--- src/rtl/writeback_queue_if.sv ---
// Bundle between the execute/memory stages, the writeback queue and the
// register-file write port. The queue sits on the slave side.
interface writeback_queue_if #(
  parameter int width_p = 32,
  parameter int depth_p = 4,
  parameter int reg_w_p = 5
);
  localparam int cnt_w_lp = $clog2(depth_p) + 1;

  // Upstream completion handshake and operand sources
  logic               in_v_i;
  logic               in_ready_o;
  logic [width_p-1:0] pc_i;
  logic [reg_w_p-1:0] rd_i;
  logic               rd_w_v_i;
  logic [1:0]         src_sel_i;
  logic [width_p-1:0] alu_result_i;
  logic [width_p-1:0] ld_data_i;
  logic [width_p-1:0] csr_data_i;
  logic [1:0]         ld_size_i;
  logic               ld_unsigned_i;
  logic [1:0]         ld_offset_i;

  // Register-file write port
  logic               rf_ready_i;
  logic [reg_w_p-1:0] rd_o;
  logic [width_p-1:0] rd_data_o;
  logic               rd_w_v_o;

  // Forwarding lookup
  logic [reg_w_p-1:0] lookup_rd_i;
  logic               lookup_hit_o;
  logic [width_p-1:0] lookup_data_o;

  // Status
  logic [cnt_w_lp-1:0] count_o;
  logic [31:0]         retired_o;

  modport master (
    output in_v_i, pc_i, rd_i, rd_w_v_i, src_sel_i, alu_result_i, ld_data_i,
           csr_data_i, ld_size_i, ld_unsigned_i, ld_offset_i, rf_ready_i,
           lookup_rd_i,
    input  in_ready_o, rd_o, rd_data_o, rd_w_v_o, lookup_hit_o, lookup_data_o,
           count_o, retired_o
  );

  modport slave (
    input  in_v_i, pc_i, rd_i, rd_w_v_i, src_sel_i, alu_result_i, ld_data_i,
           csr_data_i, ld_size_i, ld_unsigned_i, ld_offset_i, rf_ready_i,
           lookup_rd_i,
    output in_ready_o, rd_o, rd_data_o, rd_w_v_o, lookup_hit_o, lookup_data_o,
           count_o, retired_o
  );
endinterface

--- src/rtl/writeback_queue.sv ---
// In-order writeback queue: forms the destination value at push, holds up to
// depth_p results, retires the head into the register file when granted and
// forwards the youngest pending value for any register.
module writeback_queue #(
  parameter int width_p = 32,
  parameter int depth_p = 4,
  parameter int reg_w_p = 5
) (
  input  logic             clk_i,
  input  logic             rst_i,
  writeback_queue_if.slave bus
);
  localparam int ptr_w_lp = $clog2(depth_p);
  localparam int cnt_w_lp = ptr_w_lp + 1;
  localparam logic [cnt_w_lp-1:0] depth_lp = cnt_w_lp'(depth_p);

  localparam logic [1:0] src_alu_lp  = 2'd0;
  localparam logic [1:0] src_load_lp = 2'd1;
  localparam logic [1:0] src_link_lp = 2'd2;

  localparam logic [1:0] ld_byte_lp = 2'd0;
  localparam logic [1:0] ld_half_lp = 2'd1;
  localparam logic [1:0] ld_word_lp = 2'd2;

  // Entry storage
  logic [reg_w_p-1:0] rd_mem_q   [depth_p];
  logic [width_p-1:0] data_mem_q [depth_p];
  logic               wen_mem_q  [depth_p];

  logic [ptr_w_lp-1:0] rd_ptr_q, rd_ptr_d;
  logic [ptr_w_lp-1:0] wr_ptr_q, wr_ptr_d;
  logic [cnt_w_lp-1:0] count_q, count_d;
  logic [31:0]         retired_q, retired_d;

  logic               empty;
  logic               in_ready;
  logic               push;
  logic               pop;
  logic               head_wen;
  logic [width_p-1:0] push_data;
  logic               push_wen;

  assign empty    = (count_q == '0);
  // Ready depends on registered occupancy only, so a grant arriving this cycle
  // never opens a slot for this cycle's push.
  assign in_ready = (count_q < depth_lp);
  assign head_wen = wen_mem_q[rd_ptr_q];
  assign push     = bus.in_v_i & in_ready;
  assign pop      = ~empty & (~head_wen | bus.rf_ready_i);
  assign push_wen = bus.rd_w_v_i & (bus.rd_i != '0);

  // Destination value formation from the selected source
  always_comb begin
    logic [31:0]        ld_word;
    logic [7:0]         ld_byte;
    logic [15:0]        ld_half;
    logic [width_p-1:0] ld_ext;
    // NOTE: every variable gets a default first so no path leaves it unassigned,
    // which would otherwise infer a latch.
    push_data = '0;
    ld_word   = bus.ld_data_i[31:0];
    ld_ext    = '0;
    case (bus.ld_offset_i)
      2'd0:    ld_byte = ld_word[7:0];
      2'd1:    ld_byte = ld_word[15:8];
      2'd2:    ld_byte = ld_word[23:16];
      default: ld_byte = ld_word[31:24];
    endcase
    ld_half = bus.ld_offset_i[1] ? ld_word[31:16] : ld_word[15:0];

    case (bus.ld_size_i)
      ld_byte_lp: begin
        ld_ext      = {width_p{~bus.ld_unsigned_i & ld_byte[7]}};
        ld_ext[7:0] = ld_byte;
      end
      ld_half_lp: begin
        ld_ext       = {width_p{~bus.ld_unsigned_i & ld_half[15]}};
        ld_ext[15:0] = ld_half;
      end
      ld_word_lp: begin
        ld_ext       = {width_p{~bus.ld_unsigned_i & ld_word[31]}};
        ld_ext[31:0] = ld_word;
      end
      default: ld_ext = bus.ld_data_i;
    endcase

    case (bus.src_sel_i)
      src_alu_lp:  push_data = bus.alu_result_i;
      src_load_lp: push_data = ld_ext;
      src_link_lp: push_data = bus.pc_i + width_p'(4);
      default:     push_data = bus.csr_data_i;
    endcase
  end

  // Pointer, occupancy and retire-counter next state
  always_comb begin
    rd_ptr_d  = rd_ptr_q;
    wr_ptr_d  = wr_ptr_q;
    count_d   = count_q;
    retired_d = retired_q;
    if (push) wr_ptr_d = wr_ptr_q + ptr_w_lp'(1);
    if (pop) begin
      rd_ptr_d  = rd_ptr_q + ptr_w_lp'(1);
      retired_d = retired_q + 32'd1;
    end
    case ({push, pop})
      2'b10:   count_d = count_q + cnt_w_lp'(1);
      2'b01:   count_d = count_q - cnt_w_lp'(1);
      default: count_d = count_q;
    endcase
  end

  // Control state registers
  always_ff @(posedge clk_i or negedge rst_i) begin
    // NOTE: sequential state uses non-blocking assignments so every register
    // samples pre-edge values regardless of block ordering.
    if (!rst_i) begin
      rd_ptr_q  <= '0;
      wr_ptr_q  <= '0;
      count_q   <= '0;
      retired_q <= '0;
    end else begin
      rd_ptr_q  <= rd_ptr_d;
      wr_ptr_q  <= wr_ptr_d;
      count_q   <= count_d;
      retired_q <= retired_d;
    end
  end

  // Entry storage write on push
  always_ff @(posedge clk_i) begin
    // NOTE: entry storage is not reset; occupancy alone decides validity, and
    // every output derived from an entry is gated by it.
    if (push) begin
      rd_mem_q[wr_ptr_q]   <= bus.rd_i;
      data_mem_q[wr_ptr_q] <= push_data;
      wen_mem_q[wr_ptr_q]  <= push_wen;
    end
  end

  // Youngest-match forwarding over valid entries, walked oldest to youngest
  always_comb begin
    logic [ptr_w_lp-1:0] idx;
    bus.lookup_hit_o  = 1'b0;
    bus.lookup_data_o = '0;
    idx               = rd_ptr_q;
    for (int k = 0; k < depth_p; k++) begin
      idx = rd_ptr_q + ptr_w_lp'(k);
      if ((cnt_w_lp'(k) < count_q) && wen_mem_q[idx] &&
          (rd_mem_q[idx] == bus.lookup_rd_i) && (bus.lookup_rd_i != '0)) begin
        bus.lookup_hit_o  = 1'b1;
        bus.lookup_data_o = data_mem_q[idx];
      end
    end
  end

  assign bus.in_ready_o = in_ready;
  assign bus.rd_w_v_o   = ~empty & head_wen;
  assign bus.rd_o       = empty ? '0 : rd_mem_q[rd_ptr_q];
  assign bus.rd_data_o  = empty ? '0 : data_mem_q[rd_ptr_q];
  assign bus.count_o    = count_q;
  assign bus.retired_o  = retired_q;

endmodule
--- src/flat_wrapper.sv ---
// flat-port wrapper written by rule: the top's interface ports become plain ports
module writeback_queue_flat 
#(
  parameter int width_p = 32,
  parameter int depth_p = 4,
  parameter int reg_w_p = 5
)
  (clk_i, rst_i, bus_in_v_i, bus_pc_i, bus_rd_i, bus_rd_w_v_i, bus_src_sel_i, bus_alu_result_i, bus_ld_data_i, bus_csr_data_i, bus_ld_size_i, bus_ld_unsigned_i, bus_ld_offset_i, bus_rf_ready_i, bus_lookup_rd_i, bus_in_ready_o, bus_rd_o, bus_rd_data_o, bus_rd_w_v_o, bus_lookup_hit_o, bus_lookup_data_o, bus_count_o, bus_retired_o);
  writeback_queue_if #(.width_p(width_p), .depth_p(depth_p), .reg_w_p(reg_w_p)) bus_i ();
  input  logic clk_i;
  input  logic rst_i;
  input wire logic [$bits(bus_i.in_v_i)-1:0] bus_in_v_i;
  input wire logic [$bits(bus_i.pc_i)-1:0] bus_pc_i;
  input wire logic [$bits(bus_i.rd_i)-1:0] bus_rd_i;
  input wire logic [$bits(bus_i.rd_w_v_i)-1:0] bus_rd_w_v_i;
  input wire logic [$bits(bus_i.src_sel_i)-1:0] bus_src_sel_i;
  input wire logic [$bits(bus_i.alu_result_i)-1:0] bus_alu_result_i;
  input wire logic [$bits(bus_i.ld_data_i)-1:0] bus_ld_data_i;
  input wire logic [$bits(bus_i.csr_data_i)-1:0] bus_csr_data_i;
  input wire logic [$bits(bus_i.ld_size_i)-1:0] bus_ld_size_i;
  input wire logic [$bits(bus_i.ld_unsigned_i)-1:0] bus_ld_unsigned_i;
  input wire logic [$bits(bus_i.ld_offset_i)-1:0] bus_ld_offset_i;
  input wire logic [$bits(bus_i.rf_ready_i)-1:0] bus_rf_ready_i;
  input wire logic [$bits(bus_i.lookup_rd_i)-1:0] bus_lookup_rd_i;
  output wire logic [$bits(bus_i.in_ready_o)-1:0] bus_in_ready_o;
  output wire logic [$bits(bus_i.rd_o)-1:0] bus_rd_o;
  output wire logic [$bits(bus_i.rd_data_o)-1:0] bus_rd_data_o;
  output wire logic [$bits(bus_i.rd_w_v_o)-1:0] bus_rd_w_v_o;
  output wire logic [$bits(bus_i.lookup_hit_o)-1:0] bus_lookup_hit_o;
  output wire logic [$bits(bus_i.lookup_data_o)-1:0] bus_lookup_data_o;
  output wire logic [$bits(bus_i.count_o)-1:0] bus_count_o;
  output wire logic [$bits(bus_i.retired_o)-1:0] bus_retired_o;
  assign bus_i.in_v_i = bus_in_v_i;
  assign bus_i.pc_i = bus_pc_i;
  assign bus_i.rd_i = bus_rd_i;
  assign bus_i.rd_w_v_i = bus_rd_w_v_i;
  assign bus_i.src_sel_i = bus_src_sel_i;
  assign bus_i.alu_result_i = bus_alu_result_i;
  assign bus_i.ld_data_i = bus_ld_data_i;
  assign bus_i.csr_data_i = bus_csr_data_i;
  assign bus_i.ld_size_i = bus_ld_size_i;
  assign bus_i.ld_unsigned_i = bus_ld_unsigned_i;
  assign bus_i.ld_offset_i = bus_ld_offset_i;
  assign bus_i.rf_ready_i = bus_rf_ready_i;
  assign bus_i.lookup_rd_i = bus_lookup_rd_i;
  assign bus_in_ready_o = bus_i.in_ready_o;
  assign bus_rd_o = bus_i.rd_o;
  assign bus_rd_data_o = bus_i.rd_data_o;
  assign bus_rd_w_v_o = bus_i.rd_w_v_o;
  assign bus_lookup_hit_o = bus_i.lookup_hit_o;
  assign bus_lookup_data_o = bus_i.lookup_data_o;
  assign bus_count_o = bus_i.count_o;
  assign bus_retired_o = bus_i.retired_o;
  writeback_queue #(.width_p(width_p), .depth_p(depth_p), .reg_w_p(reg_w_p)) u_core (.clk_i(clk_i), .rst_i(rst_i), .bus(bus_i));
endmodule
--- config.mk ---
export PLATFORM = sky130hd
export DESIGN_NAME = writeback_queue_flat
export DESIGN_NICKNAME = d
export VERILOG_FILES = /design/src/rtl/writeback_queue_if.sv /design/src/rtl/writeback_queue.sv /design/src/flat_wrapper.sv
export SDC_FILE = /design/constraint.sdc
export NUM_CORES = 1
export LEC_CHECK = 0
export CORE_ASPECT_RATIO = 0.5
export CORE_MARGIN = 2
export CORE_UTILIZATION = 40
export DETAILED_ROUTE_END_ITERATION = 16
export HOLD_SLACK_MARGIN = 0.1
export PLACE_DENSITY = 0.69
export REMOVE_ABC_BUFFERS = 1
export SLEW_MARGIN = 0
export SYNTH_ARGS = -nofsm -noshare
export SYNTH_HDL_FRONTEND = slang
export SYNTH_SLANG_ARGS = --single-unit
--- constraint.sdc ---
create_clock -name clk_i -period 9.1 [get_ports clk_i]
set_input_delay 1.82 -clock clk_i [delete_from_list [all_inputs] [get_ports clk_i]]
set_output_delay 1.82 -clock clk_i [all_outputs]
set_load 0.02 [all_outputs]
-- Word-level counts from Yosys, hierarchy flattened
Memory sizes are Yosys's and may differ from the RTL's.
Cells that the tools add are included.
- flip-flop bits (word level): 39
- word-level logic and storage cells: 77
- bits in writable memories: 152
- memories: 3
- output and inout bits: 107
- input bits: 150
- memory list (name ; words ; width ; rd ports ; clocked after Yosys merged registers in ; wr ports ; RTL line ; RTL):
    u_core.data_mem_q ; 4 ; 32 ; 4 ; 0 ; 1 ; writeback_queue.sv:27 ; logic [width_p-1:0] data_mem_q [depth_p];
    u_core.rd_mem_q ; 4 ; 5 ; 4 ; 0 ; 1 ; writeback_queue.sv:26 ; logic [reg_w_p-1:0] rd_mem_q [depth_p];
    u_core.wen_mem_q ; 4 ; 1 ; 4 ; 0 ; 1 ; writeback_queue.sv:28 ; logic wen_mem_q [depth_p];
- equality and inequality tests: 11
- bitwise operators: 10
- order comparisons: 5
- $add $sub $neg: 8
- multiplexer cells: 17
- reduce and logical (&&, ||, !) cells: 19
- operator list (kind ; number):
    $mux 32 ; 5
    $pmux 32 s3 ; 1
    $pmux 32 s2 ; 1
    $add 32x1->32 const B ; 1
    $add 32x3->32 const B ; 1
    $pmux 8 s3 ; 1
    $eq 5x5->1 ; 4
    $mux 16 ; 1
    $logic_and 1x1->1 ; 12
    $reduce_bool 5->1 ; 2
    $eq 2x1->1 const B ; 4
    $and 1x1->1 ; 6
    $eq 2x2->1 const B ; 3
    $logic_not 2->1 ; 3
    $lt 1x3->1 const A ; 2
    $lt 2x3->1 const A ; 2
    $mux 1 ; 6
    $pmux 3 s2 ; 1
    $mux 5 ; 1
    $add 2x1->2 const B ; 2
    $add 2x2->2 const B ; 2
    $add 3x1->3 const B ; 1
    $logic_not 3->1 ; 1
    $lt 3x3->1 const B ; 1
    other kinds (4) ; 6

-- Depth between registers and ports, before layout
- depth in word-level cells: 8
- gate-level depth with buffers: 11
- gate-level depth less buffers: 8

-- Worst setup path before layout
Ideal clock, no wire load.
- kind: input port to output port
- start: in bus_lookup_rd_i[3]
- end: out bus_lookup_data_o[31]
- path buffers: 1
- data arrival time: 3964 ps
- slack: 3316 ps
- data required time: 7280 ps
- stages: 7
- cell sequence: clkbuf_1 > nor4_1 > nand2_1 > nand4_1 > a2111o_1 > o311a_1 > o31ai_1
- cells in the longest elaborated chain, start to end: 7
- elaborated cells between the ends (all ways): 17
- classes of those cells: eq/ne (4); mux (4); reduce/logical (9)
- RTL lines (element ; RTL line ; RTL):
    start, declared ; flat_wrapper.sv:24 ; input wire logic [$bits(bus_i.lookup_rd_i)-1:0] bus_lookup_rd_i;
    $eq 5x5->1 ; writeback_queue.sv:150 ; (rd_mem_q[idx] == bus.lookup_rd_i) && (bus.lookup_rd_i != '0)) begin
    $logic_and 1x1->1 ; writeback_queue.sv:149 ; if ((cnt_w_lp'(k) < count_q) && wen_mem_q[idx] &&
    $logic_and 1x1->1 ; writeback_queue.sv:150 ;
    $mux 32 (3 in a row) ; writeback_queue.sv:149 ;
    $mux 32 (*) ; writeback_queue.sv:149 ;
    end, declared ; flat_wrapper.sv:30 ; output wire logic [$bits(bus_i.lookup_data_o)-1:0] bus_lookup_data_o;
Mark *: on every way between the ends. The rest lies on a longest branch, timed or not.

-- Worst setup path in the final report
- start: in bus_lookup_rd_i[3]
- end: out bus_lookup_data_o[19]
Same word-level chain as after synthesis.

==> results.sh <==
export IMPL_status="finished, final reports clean"
export IMPL_clkTransAtPathRegs_ns=0.07
export IMPL_port_buffers=256
export IMPL_finClkSkew_ns=0.00815
export IMPL_crit_type="input pin to output pin"
export IMPL_cp_arrival_ns=5.46
export IMPL_die_h_um=134
export IMPL_numCtsBuffers=17
export IMPL_num_io_pins=257
export IMPL_ant_nets=0
export IMPL_hold_start="u_core.bus.retired_o[31]"
export IMPL_yosys_area_share_simple=0.141
export IMPL_synthArstFlopShare=0.204
export IMPL_cp_start_kind="input pin"
export IMPL_synth_edff_count=152
export IMPL_crit_required_ns=7.28
export IMPL_ff2ff_setup_slack_ns=4.83
export IMPL_fp_dieW_um=263
export IMPL_drtIter0Drc=1134
export IMPL_clock_sinks=191
export IMPL_power_density_nw_per_um2=268
export IMPL_cp_max_fo=7
export IMPL_first_global_vias=11600
export IMPL_crit_slowest_cell="a2111oi_1"
export IMPL_irDropWorstVdd_mv=0.138
export IMPL_hp_class="flop to flop"
export IMPL_synthesis_area_um2=13400
export IMPL_endpoint_kind="output pin"
export IMPL_synth_compound_gate_area_share=0.160
export IMPL_maxSlewViolCount=0
export IMPL_grt_max_degree=97
export IMPL_post_route_period_util=0.800
export IMPL_hold_depth=1
export IMPL_final_area_um2=16900
export IMPL_via_per_inst=5.98
export IMPL_cts_setup_buffers=0
export IMPL_drt_pass1_iter_count=5
export IMPL_drive_gt1_frac=0.152
export IMPL_gp_congestion=0.972
export IMPL_final_cell_mix="254 x clkdlybuf4s50_1, 175 x nand2_1, 152 x edfxtp_1"
export IMPL_num_vias=11500
export IMPL_setup_viol=0
export IMPL_dpl_cell_area_um2=16300
export IMPL_rr_endpoint="u_core.bus.retired_o[31]"
export IMPL_synth_fa_ha_area_frac=0.0102
export IMPL_rsz0062_at_grt="false"
export IMPL_reg2reg_from="u_core.rd_ptr_q[0]"
export IMPL_gr_usage_all_layers=0.246
export IMPL_initial_utilization=0.406
export IMPL_worst_slack_ns=1.82
export IMPL_slowest_delay_ns=1.16
export IMPL_finalWirelength_um=43600
export IMPL_hold_viol=0
export IMPL_cts_hold_buf=0
export IMPL_relSlewSlack=0.163
export IMPL_multiInputGateArea_um2=7390
export IMPL_regArea_um2=5550
export IMPL_netlist_instances=1276
export IMPL_leakage_nw=5.95
export IMPL_final_common_cell="clkdlybuf4s50_1"
export IMPL_maxCapViolCount=0
export IMPL_grt_overflow_total=0
export IMPL_ys_ff_latch=191
export IMPL_crit_top_cell="clkdlybuf4s50_1"
export IMPL_coreArea_um2=33000
export IMPL_post_cts_resized=0
export IMPL_clock_fmax_ghz=0.137
export IMPL_cts_root_buffer="clkbuf_16"
export IMPL_synthXorXnorAreaFrac=0.0549
export IMPL_htreeDepth=4
export IMPL_reg2reg_depth=7
export IMPL_finalCriticalPeriod_ns=7.28
export IMPL_area_delta_synth_final_pct=25.6
export IMPL_synth_warnings=0
export IMPL_synth_main_ff_cell="edfxtp_1"
export IMPL_place_hpwl_um=30900
export IMPL_antenna_found_initial=2
export IMPL_pre_cts_slack_ns=1.88
export IMPL_post_drt_wl_per_cell_um=22.6
export IMPL_worst_pin_slew_ns=1.25
export IMPL_insertion_delay_ns=0.46
export IMPL_fillCellCount=2934
export IMPL_fin_nets=1631
export IMPL_ys_types=63
export IMPL_path_cells="clkdlybuf4s50_1 > nor4_1 > nand2_1 > nand4_1 > a2111oi_1 > a31oi_1 > o31ai_1 > clkdlybuf4s50_1"
export IMPL_ys_seq_area_frac=0.413
export IMPL_synth_top_family_by_area="multiplexers"
export IMPL_hold_end="u_core.bus.retired_o[31]"
export IMPL_tritoncts="done"
export IMPL_die_area_um2=35100
export IMPL_rows=47
export IMPL_synth_area_mux_share=0.182
export IMPL_syn_area_per_cell_um2=10.5
export IMPL_drc=0
export IMPL_cts_buffer_depth=2
export IMPL_grt_pass1_wl_um=66500
## how the worst max path moves through the flow
stage | cells past startpoint | slack [ns] | to | start
after floorplan | 5 | -3.31 | bus_lookup_data_o[0] | u_core.rd_ptr_q[0]
after global placement | 8 | 1.92 | bus_lookup_data_o[19] | bus_lookup_rd_i[3]
after detailed placement | 8 | 1.88 | bus_lookup_data_o[19] | bus_lookup_rd_i[3]
after CTS | 8 | 1.87 | bus_lookup_data_o[19] | bus_lookup_rd_i[3]
after global routing | 9 | 1.62 | bus_lookup_data_o[13] | bus_lookup_rd_i[2]
final | 8 | 1.82 | bus_lookup_data_o[19] | bus_lookup_rd_i[3]
## metal layers
metal,wire length (µm),vias to the layer above,global-route usage
li1,-,5244,-
met1,17700,5715,0.299
met2,21600,444,0.427
met3,2260,109,0.0323
met4,2000,0,0.141
met5,0,-,0
## through the flow
stage / TNS (ns) / utilization / hold slack, ns / power, W / cells
2_1_floorplan: -104.22 / - / 0.580 / 0.00299 / 1175
3_5_place_dp: 0 / 0.493 / 0.478 / 0.00377 / 1892
4_1_cts: 0 / 0.510 / 0.488 / 0.00452 / 1924
5_1_grt: 0 / 0.510 / 0.501 / 0.00475 / 1926
3_3_place_gp: 0 / 0.493 / 0.462 / 0.00372 / 1892
6_report: 0 / 0.510 / 0.477 / 0.00453 / 1926
## sequential cells by signal (all words and copies together), names as in the netlist
name and count:
u_core.data_mem_q 128, u_core.bus.retired_o 32, u_core.rd_mem_q 20, u_core.wen_mem_q 4, u_core.bus.count_o 3, u_core.rd_ptr_q 2
u_core.wr_ptr_q 2
## critical path, delay by kind of cell
family	cells	cell delay [ns]
buf+inv	2	1.37
compound gates	3	1.75
simple gates	3	0.51
## cell families after synthesis
logic type	Yosys count
and+or+nand+nor	405
buffers and inverters	124
adders and majority gates	11
AOI/OAI and AO/OA	289
DFF	191
xor gates and xnor gates	82
muxes	174
## area by class of cell
class | instances | share of cell area
clock inverters | 15 | 0.00927
clock buffers | 17 | 0.0252
multi-input cells | 961 | 0.438
inverters | 23 | 0.00512
well taps | 441 | 0.0327
flip-flops and latches | 191 | 0.329
repair buffers | 276 | 0.160
diodes | 2 | 0.000297
## synthesized netlist by cell type (24+ instances only)
master | instances | share of area
xor2_1 | 28 | 0.018
nand2_1 | 175 | 0.049
o21ai_0 | 50 | 0.019
a21oi_1 | 50 | 0.019
nor2_1 | 75 | 0.021
or2_2 | 24 | 0.011
mux2_2 | 62 | 0.052
edfxtp_1 | 152 | 0.34
xnor2_1 | 53 | 0.035
dfrtp_1 | 39 | 0.073
nand3_1 | 24 | 0.0089
mux2i_1 | 62 | 0.046
o211ai_1 | 42 | 0.023
mux4_2 | 50 | 0.084
clkbuf_1 | 66 | 0.018
## power by group
group / internal, W / leakage (nW) / switching [W]
Sequential: 0.00110 / 1.87 / 0.000186
Combinational: 0.00110 / 3.81 / 0.00140
Clock: 0.000385 / 0.270 / 0.000365
Total: 0.00258 / 5.95 / 0.00195
Power figures use the tool's default switching activity.
